### config.mk
export PLATFORM = sky130hd
export DESIGN_NAME = sd_ddr_burst_writer_flat
export DESIGN_NICKNAME = d
export VERILOG_FILES = /design/src/rtl/sd_ddr_pkg.sv /design/src/rtl/sd_ddr_burst_writer_if.sv /design/src/rtl/sd_sync_fifo.sv /design/src/rtl/sd_ddr_burst_writer.sv /design/src/flat_wrapper.sv
export SDC_FILE = /design/constraint.sdc
export NUM_CORES = 2
export LEC_CHECK = 0
export ABC_AREA = 1
export CORE_ASPECT_RATIO = 0.8
export CORE_UTILIZATION = 45
export CTS_BUF_LIST = sky130_fd_sc_hd__clkbuf_8
export DETAILED_ROUTE_END_ITERATION = 10
export GPL_TIMING_DRIVEN = 0
export SYNTH_ARGS = -nofsm -noshare
export SYNTH_HDL_FRONTEND = slang
export SYNTH_HIERARCHICAL = 1
export SYNTH_SLANG_ARGS = --single-unit
### constraint.sdc
create_clock -name SD_clk -period 3.7 [get_ports SD_clk]
set_input_delay 0.555 -clock SD_clk [delete_from_list [all_inputs] [get_ports SD_clk]]
set_output_delay 0.555 -clock SD_clk [all_outputs]
set_load 0.05 [all_outputs]
### src/rtl/sd_ddr_pkg.sv
// Shared types and default parameters for the SD-to-DDR burst writer.
package sd_ddr_pkg;

  typedef enum logic [1:0] {
    ST_IDLE     = 2'd0,
    ST_REQ      = 2'd1,
    ST_DATA     = 2'd2,
    ST_WAIT_FIN = 2'd3
  } state_e;

  localparam int unsigned DEF_BURST_LEN   = 16;
  localparam int unsigned DEF_FIFO_DEPTH  = 64;
  localparam int unsigned DEF_ADDR_W      = 24;
  localparam int unsigned DEF_FRAME_WORDS = 393216;
  localparam logic [23:0] DEF_BASE_ADDR   = 24'd0;
  localparam int unsigned BURST_LEN_W     = 10;

  // SD stream is big-endian per word; DDR pixel order is little-endian.
  function automatic logic [31:0] byte_swap32(input logic [31:0] w);
    return {w[7:0], w[15:8], w[23:16], w[31:24]};
  endfunction

endpackage

### src/rtl/sd_ddr_burst_writer_if.sv
// SD reader input strobe plus DDR controller user write port.
interface sd_ddr_burst_writer_if #(
  parameter int unsigned ADDR_W = 24
);
  logic [31:0]       data_in;
  logic              data_valid;
  logic              wr_burst_req;
  logic [9:0]        wr_burst_len;
  logic [ADDR_W-1:0] wr_burst_addr;
  logic              wr_burst_data_req;
  logic [31:0]       wr_burst_data;
  logic              wr_burst_finish;
  logic              frame_done;
  logic              fifo_overflow;
  logic              busy;

  modport master (
    input  data_in, data_valid, wr_burst_data_req, wr_burst_finish,
    output wr_burst_req, wr_burst_len, wr_burst_addr, wr_burst_data,
           frame_done, fifo_overflow, busy
  );

  modport slave (
    output data_in, data_valid, wr_burst_data_req, wr_burst_finish,
    input  wr_burst_req, wr_burst_len, wr_burst_addr, wr_burst_data,
           frame_done, fifo_overflow, busy
  );
endinterface

### src/rtl/sd_sync_fifo.sv
// Single-clock FIFO with registered read data and registered full/empty/count.
module sd_sync_fifo #(
  parameter int unsigned WIDTH = 32,
  parameter int unsigned DEPTH = 64
) (
  input  logic                     clk,
  input  logic                     rst_n,
  input  logic                     wr_en,
  input  logic [WIDTH-1:0]         wr_data,
  input  logic                     rd_en,
  output logic [WIDTH-1:0]         rd_data,
  output logic                     full,
  output logic                     empty,
  output logic [$clog2(DEPTH):0]   count
);
  localparam int unsigned AW = $clog2(DEPTH);
  localparam int unsigned CW = AW + 1;

  logic [WIDTH-1:0] mem [DEPTH];
  logic [AW-1:0]    wr_ptr, rd_ptr;
  logic [CW-1:0]    count_nxt;
  logic             wr_ok, rd_ok;

  assign wr_ok = wr_en & ~full;
  assign rd_ok = rd_en & ~empty;

  always_comb begin
    count_nxt = count;
    case ({wr_ok, rd_ok})
      2'b10:   count_nxt = count + CW'(1);
      2'b01:   count_nxt = count - CW'(1);
      default: count_nxt = count;
    endcase
  end

  always_ff @(posedge clk) begin
    if (wr_ok) mem[wr_ptr] <= wr_data;
  end

  always_ff @(posedge clk or negedge rst_n) begin
    if (!rst_n) begin
      wr_ptr  <= '0;
      rd_ptr  <= '0;
      count   <= '0;
      full    <= 1'b0;
      empty   <= 1'b1;
      rd_data <= '0;
    end else begin
      if (wr_ok) wr_ptr <= wr_ptr + AW'(1);
      if (rd_ok) begin
        rd_ptr  <= rd_ptr + AW'(1);
        rd_data <= mem[rd_ptr];
      end
      count <= count_nxt;
      full  <= (count_nxt == CW'(DEPTH));
      empty <= (count_nxt == '0);
    end
  end
endmodule

### src/rtl/sd_ddr_burst_writer.sv
// Buffers SD reader words and writes them to DDR in fixed bursts, wrapping per frame.
// Optional SD_BYTE_SWAP_EN: store each word byte-reversed (little-endian pixel order).
module sd_ddr_burst_writer
  import sd_ddr_pkg::*;
#(
  parameter int unsigned       BURST_LEN   = DEF_BURST_LEN,
  parameter int unsigned       FIFO_DEPTH  = DEF_FIFO_DEPTH,
  parameter int unsigned       ADDR_W      = DEF_ADDR_W,
  parameter logic [ADDR_W-1:0] BASE_ADDR   = ADDR_W'(DEF_BASE_ADDR),
  parameter int unsigned       FRAME_WORDS = DEF_FRAME_WORDS
) (
  input logic            SD_clk,
  input logic            rst_n,
  sd_ddr_burst_writer_if.master bus
);
  localparam int unsigned CNT_W  = $clog2(FIFO_DEPTH) + 1;
  localparam int unsigned BEAT_W = $clog2(BURST_LEN) + 1;
  localparam int unsigned WCNT_W = $clog2(FRAME_WORDS) + 1;

  state_e            state, state_nxt;
  logic [BEAT_W-1:0] beat, beat_nxt;
  logic [WCNT_W-1:0] wcnt, wcnt_nxt, wcnt_inc;
  logic [ADDR_W-1:0] addr_nxt;
  logic              frame_done_nxt;
  logic              rd_en_c;
  logic [31:0]       wr_word;
  logic [31:0]       fifo_rd_data;
  logic              fifo_full, fifo_empty;
  logic [CNT_W-1:0]  fifo_count;

`ifdef SD_BYTE_SWAP_EN
  assign wr_word = byte_swap32(bus.data_in);
`else
  assign wr_word = bus.data_in;
`endif

  sd_sync_fifo #(
    .WIDTH (32),
    .DEPTH (FIFO_DEPTH)
  ) u_fifo (
    .clk     (SD_clk),
    .rst_n   (rst_n),
    .wr_en   (bus.data_valid),
    .wr_data (wr_word),
    .rd_en   (rd_en_c & ~fifo_empty),
    .rd_data (fifo_rd_data),
    .full    (fifo_full),
    .empty   (fifo_empty),
    .count   (fifo_count)
  );

  assign bus.wr_burst_data = fifo_rd_data;
  assign bus.wr_burst_len  = BURST_LEN_W'(BURST_LEN);

  always_ff @(posedge SD_clk or negedge rst_n) begin
    if (!rst_n) state <= ST_IDLE;
    else        state <= state_nxt;
  end

  always_comb begin
    state_nxt      = state;
    rd_en_c        = 1'b0;
    beat_nxt       = beat;
    addr_nxt       = bus.wr_burst_addr;
    wcnt_nxt       = wcnt;
    wcnt_inc       = wcnt + WCNT_W'(BURST_LEN);
    frame_done_nxt = 1'b0;
    case (state)
      ST_IDLE: begin
        if (fifo_count >= CNT_W'(BURST_LEN)) state_nxt = ST_REQ;
      end
      ST_REQ: begin
        if (bus.wr_burst_data_req) begin
          rd_en_c   = 1'b1;
          beat_nxt  = BEAT_W'(1);
          state_nxt = (BURST_LEN == 1) ? ST_WAIT_FIN : ST_DATA;
        end
      end
      ST_DATA: begin
        if (bus.wr_burst_data_req) begin
          rd_en_c  = 1'b1;
          beat_nxt = beat + BEAT_W'(1);
          if (beat_nxt == BEAT_W'(BURST_LEN)) state_nxt = ST_WAIT_FIN;
        end
      end
      ST_WAIT_FIN: begin
        if (bus.wr_burst_finish) begin
          addr_nxt  = bus.wr_burst_addr + ADDR_W'(BURST_LEN);
          wcnt_nxt  = wcnt_inc;
          // Last burst of the frame: rewind to the frame base.
          if (wcnt_inc == WCNT_W'(FRAME_WORDS)) begin
            wcnt_nxt       = '0;
            addr_nxt       = BASE_ADDR;
            frame_done_nxt = 1'b1;
          end
          state_nxt = ST_IDLE;
        end
      end
      default: state_nxt = ST_IDLE;
    endcase
  end

  always_ff @(posedge SD_clk or negedge rst_n) begin
    if (!rst_n) begin
      beat              <= '0;
      wcnt              <= '0;
      bus.wr_burst_addr <= BASE_ADDR;
      bus.wr_burst_req  <= 1'b0;
      bus.busy          <= 1'b0;
      bus.frame_done    <= 1'b0;
      bus.fifo_overflow <= 1'b0;
    end else begin
      beat              <= beat_nxt;
      wcnt              <= wcnt_nxt;
      bus.wr_burst_addr <= addr_nxt;
      bus.wr_burst_req  <= (state_nxt == ST_REQ);
      bus.busy          <= (state_nxt != ST_IDLE);
      bus.frame_done    <= frame_done_nxt;
      if (bus.data_valid && fifo_full) bus.fifo_overflow <= 1'b1;
    end
  end
endmodule

### src/flat_wrapper.sv
// flat-port wrapper written by rule: the top's interface ports become plain ports
module sd_ddr_burst_writer_flat import sd_ddr_pkg::*;
#(
  parameter int unsigned       BURST_LEN   = DEF_BURST_LEN,
  parameter int unsigned       FIFO_DEPTH  = DEF_FIFO_DEPTH,
  parameter int unsigned       ADDR_W      = DEF_ADDR_W,
  parameter logic [ADDR_W-1:0] BASE_ADDR   = ADDR_W'(DEF_BASE_ADDR),
  parameter int unsigned       FRAME_WORDS = DEF_FRAME_WORDS
)
  (SD_clk, rst_n, bus_data_in, bus_data_valid, bus_wr_burst_data_req, bus_wr_burst_finish, bus_wr_burst_req, bus_wr_burst_len, bus_wr_burst_addr, bus_wr_burst_data, bus_frame_done, bus_fifo_overflow, bus_busy);
  sd_ddr_burst_writer_if #(.ADDR_W(ADDR_W)) bus_i ();
  input logic SD_clk;
  input logic rst_n;
  input wire logic [$bits(bus_i.data_in)-1:0] bus_data_in;
  input wire logic [$bits(bus_i.data_valid)-1:0] bus_data_valid;
  input wire logic [$bits(bus_i.wr_burst_data_req)-1:0] bus_wr_burst_data_req;
  input wire logic [$bits(bus_i.wr_burst_finish)-1:0] bus_wr_burst_finish;
  output wire logic [$bits(bus_i.wr_burst_req)-1:0] bus_wr_burst_req;
  output wire logic [$bits(bus_i.wr_burst_len)-1:0] bus_wr_burst_len;
  output wire logic [$bits(bus_i.wr_burst_addr)-1:0] bus_wr_burst_addr;
  output wire logic [$bits(bus_i.wr_burst_data)-1:0] bus_wr_burst_data;
  output wire logic [$bits(bus_i.frame_done)-1:0] bus_frame_done;
  output wire logic [$bits(bus_i.fifo_overflow)-1:0] bus_fifo_overflow;
  output wire logic [$bits(bus_i.busy)-1:0] bus_busy;
  assign bus_i.data_in = bus_data_in;
  assign bus_i.data_valid = bus_data_valid;
  assign bus_i.wr_burst_data_req = bus_wr_burst_data_req;
  assign bus_i.wr_burst_finish = bus_wr_burst_finish;
  assign bus_wr_burst_req = bus_i.wr_burst_req;
  assign bus_wr_burst_len = bus_i.wr_burst_len;
  assign bus_wr_burst_addr = bus_i.wr_burst_addr;
  assign bus_wr_burst_data = bus_i.wr_burst_data;
  assign bus_frame_done = bus_i.frame_done;
  assign bus_fifo_overflow = bus_i.fifo_overflow;
  assign bus_busy = bus_i.busy;
  sd_ddr_burst_writer #(.BURST_LEN(BURST_LEN), .FIFO_DEPTH(FIFO_DEPTH), .ADDR_W(ADDR_W), .BASE_ADDR(BASE_ADDR), .FRAME_WORDS(FRAME_WORDS)) u_core (.SD_clk(SD_clk), .rst_n(rst_n), .bus(bus_i));
endmodule
==> reports/metrics.cfg <==
[timing]
period_share=1.04
layout_setup_ws_ns=-0.153
maxSlewHeadroom=-0.00811
setup_tns_ns=-0.552
setup_viol=10
min_period_ns=3.85
final.setup_skew_ns=0.0804
tightest_slew_ns=1.51
hold_ws_ns=0.0436
hold_violations=0
fmax_ghz=0.260
rsz0062_at_grt=no
maxSlewViolCount=11

[detailed_routing]
ant_nets=0
drt-pass1-iter-count=11
wire_per_inst_um=29.5
vias=63800
drc=1
drt_iter0_markers=10400
via_per_inst=5.90
drt-total-wl_um=319000

[critical_path]
worst-r2r-cell-count=8
r2r-end=u_core/u_fifo/rd_data[3]$_DFFE_PN0N_
cpMostUsedCell=nand3_1
worstSetupEndpointType=flop
cp.required_ns=4.61
cp_max_fo=10
setup.worst_path.class=reg2reg
path_cells=buf_2 > clkbuf_1 > clkbuf_1 > nand3_1 > nand3_1 > nand3_1 > nand3_1 > nand2_1
worst_path_max_delay_cell=clkbuf_1
setup.worst_path.start_class=flop
worst-endpoint-arrival_ns=4.76
rr_startpoint=u_core/u_fifo/rd_ptr[3]$_DFFE_PN0N_
reg2reg_slack_ns=-0.15
critical-path-max-stage-delay_ns=1.15

[synth]
synth_area_mm2=0.0873
synth-edff-count=2048
yosysUniqueCellTypes=41
async_flop_share=0.0466
synth_cells=7429
yosys_register_bits=2148
synth.avg_cell_area_um2=11.8
seq_area_frac_synth=0.733
synth_flop_cell=edfxtp_1
ys_warn_count=6

[power_and_ir_drop]
leakagePower_nw=37.0
finalPower_mw=79.5
power.density_mw_per_mm2=794
vdd.ir_drop.worst_v=0.000443

[cts]
clk_pin_slew_ns=0.06
root_buffer=clkbuf_8
cts_buffers=353
cts_buffer_depth=4
cts_setup_buffers=0
clock-sinks=2148
htreeDepth=5
cts_tree=yes
worstSkewPairLatency_ns=1.07

[job]
maxCapViolCount=1

[cells_and_area]
final_common_cell=nand2_1
final_cell_mix=nand2_1 (2552), edfxtp_1 (2048), nand3_1 (1805), clkbuf_8 (367), buf_2 (284)
seqCellArea_mm2=0.0640
area_growth_pct=14.6
multi_input_area_mm2=0.0210
nFillCells=16700
drive_gt1_frac=0.120
nets=8040

[min_path]
hold_path_startpoint=bus_data_in[23]
min_path_cells=1
hold_end=u_core/u_fifo/mem[1][23]$_DFFE_PP_
hold_class=in2reg

[die]
core_area_mm2=0.193
fp.dieW_um=495
dieArea_mm2=0.196
die_y_um=396
initial_core_util=0.453
io_pins=107
fp-row-count=144

[status]
outcome=finished with violations
violations=design-rule violations, max-capacitance violations, max-slew violations, negative setup slack

[global_routing]
grt_pass1_vias=58100
grtUsageMet2=0.444
grt-ovfl-total=0
grt_start_max_net_pins=65
track_usage=0.321
top_usage_layer=met1
antenna_found_initial=20
grt_util_met3=0.110
grt_pass1_wl_um=437000
met1_usage=0.455

[placement]
gp_congestion=0.952
io_buffers=92
dp_hpwl_um=223000

routing by layer:
metal  vias to the layer above  share of wire
li1                      27200              -
met1                     31300           0.39
met2                      4535           0.41
met3                       744           0.15
met4                        16          0.049
met5                         -        0.00033
through the flow:
step | util | area [um^2] | setup WS, ns | instances
CTS | 0.519 | 100000 | 0.103 | 10800
floorplan | - | 87400 | 0.588 | 7441
global placement | 0.475 | 91500 | -3.04 | 10100
global route | 0.519 | 100000 | 0.0788 | 10800
detailed placement | 0.487 | 93800 | -1.55 | 10200
finish | 0.520 | 100000 | -0.153 | 10800
how the worst max path moves through the flow:
stage | from | to | slack (ns) | cells past startpoint
finish | u_core/u_fifo/rd_ptr[3]$_DFFE_PN0N_ | u_core/u_fifo/rd_data[3]$_DFFE_PN0N_ | -0.15 | 8
global route | u_core/u_fifo/rd_ptr[3]$_DFFE_PN0N_ | u_core/u_fifo/rd_data[18]$_DFFE_PN0N_ | 0.08 | 8
CTS | u_core/state[0]$_DFF_PN0_ | u_core/u_fifo/empty$_DFF_PN1_ | 0.10 | 20
detailed placement | bus_wr_burst_data_req | u_core/u_fifo/empty$_DFF_PN1_ | -1.55 | 19
global placement | rst_n | u_core/u_fifo/rd_data[24]$_DFFE_PN0N_ | -3.04 | 1
floorplan | u_core/state[0]$_DFF_PN0_ | u_core/u_fifo/empty$_DFF_PN1_ | 0.59 | 20
layout make-up:
cell class                      instances  area share
Multi-Input combinational cell       4707       0.210
Inverter                              122     0.00463
Timing Repair Buffer                  196      0.0282
Clock buffer                          367      0.0505
Sequential cell                      2148       0.640
Tap cell                             2555      0.0319
Clock inverter                        235      0.0107
Buffer                                462      0.0242
Antenna cell                           14    0.000350
cell families (layout without fill, tap and decap cells):
logic type,Yosys count,after routing,synth area share
simple gates,4535,4535,0.223
flops,2148,2148,0.733
buf+inv,586,1382,0.0329
compound gates,114,114,0.00673
xor+xnor,31,31,0.00311
fa+ha+maj,13,13,0.00186
other cells,2,28,0.0000860
cell usage after synthesis, types with 3 or more instances:
cell      number  area [um^2]
nand2_1     2552         9580
edfxtp_1    2048        61500
nand3_1     1805         9030
buf_2        260         1300
nor2_1       135          507
inv_1        102          383
dfrtp_1       99         2480
a21oi_1       90          450
buf_4         82          616
clkbuf_1      74          278
buf_1         43          161
xor2_1        24          210
o21ai_0       17         85.1
inv_2         16         60.1
ha_1          13          163
nand2_2       11         68.8
nand4_1        8         50.1
nor3_1         8         40.0
xnor2_1        7         61.3
buf_6          5         56.3
nor2_2         3         18.8
nor2_4         3         33.8
flip-flops by register name, indices dropped and copies added, names as in the netlist, 2 cells and up:
signal and flops:
u_core/u_fifo/mem 2048, u_core/u_fifo/rd_data 32, u_core/bus.wr_burst_addr 20, u_core/wcnt 16
u_core/u_fifo/count 7, u_core/u_fifo/rd_ptr 6, u_core/u_fifo/wr_ptr 6, u_core/beat 5
u_core/state 2
report_power, final:
part / internal (mW) / total [mW] / switching [mW]
logic: 7.44 / 32.3 / 24.9
clock network: 9.40 / 18.8 / 9.44
registers: 27.8 / 28.3 / 0.500
timing repair:
| action | in CTS | in global routing |
|---|---|---|
| setup endpoints to repair | 15 | 3 |
| resized for setup | 10 | 2 |
| endpoints found under the hold margin | 178 | 4 |
| hold buffers | 8 | 1 |
worst max-delay path: cells and delay by family, from the launching register on:
family        cells  cell delay, ns
flops             1            0.33
buf+inv           3            2.40
simple gates      5            0.93
Note: power is estimated with default switching activity, not from simulation.
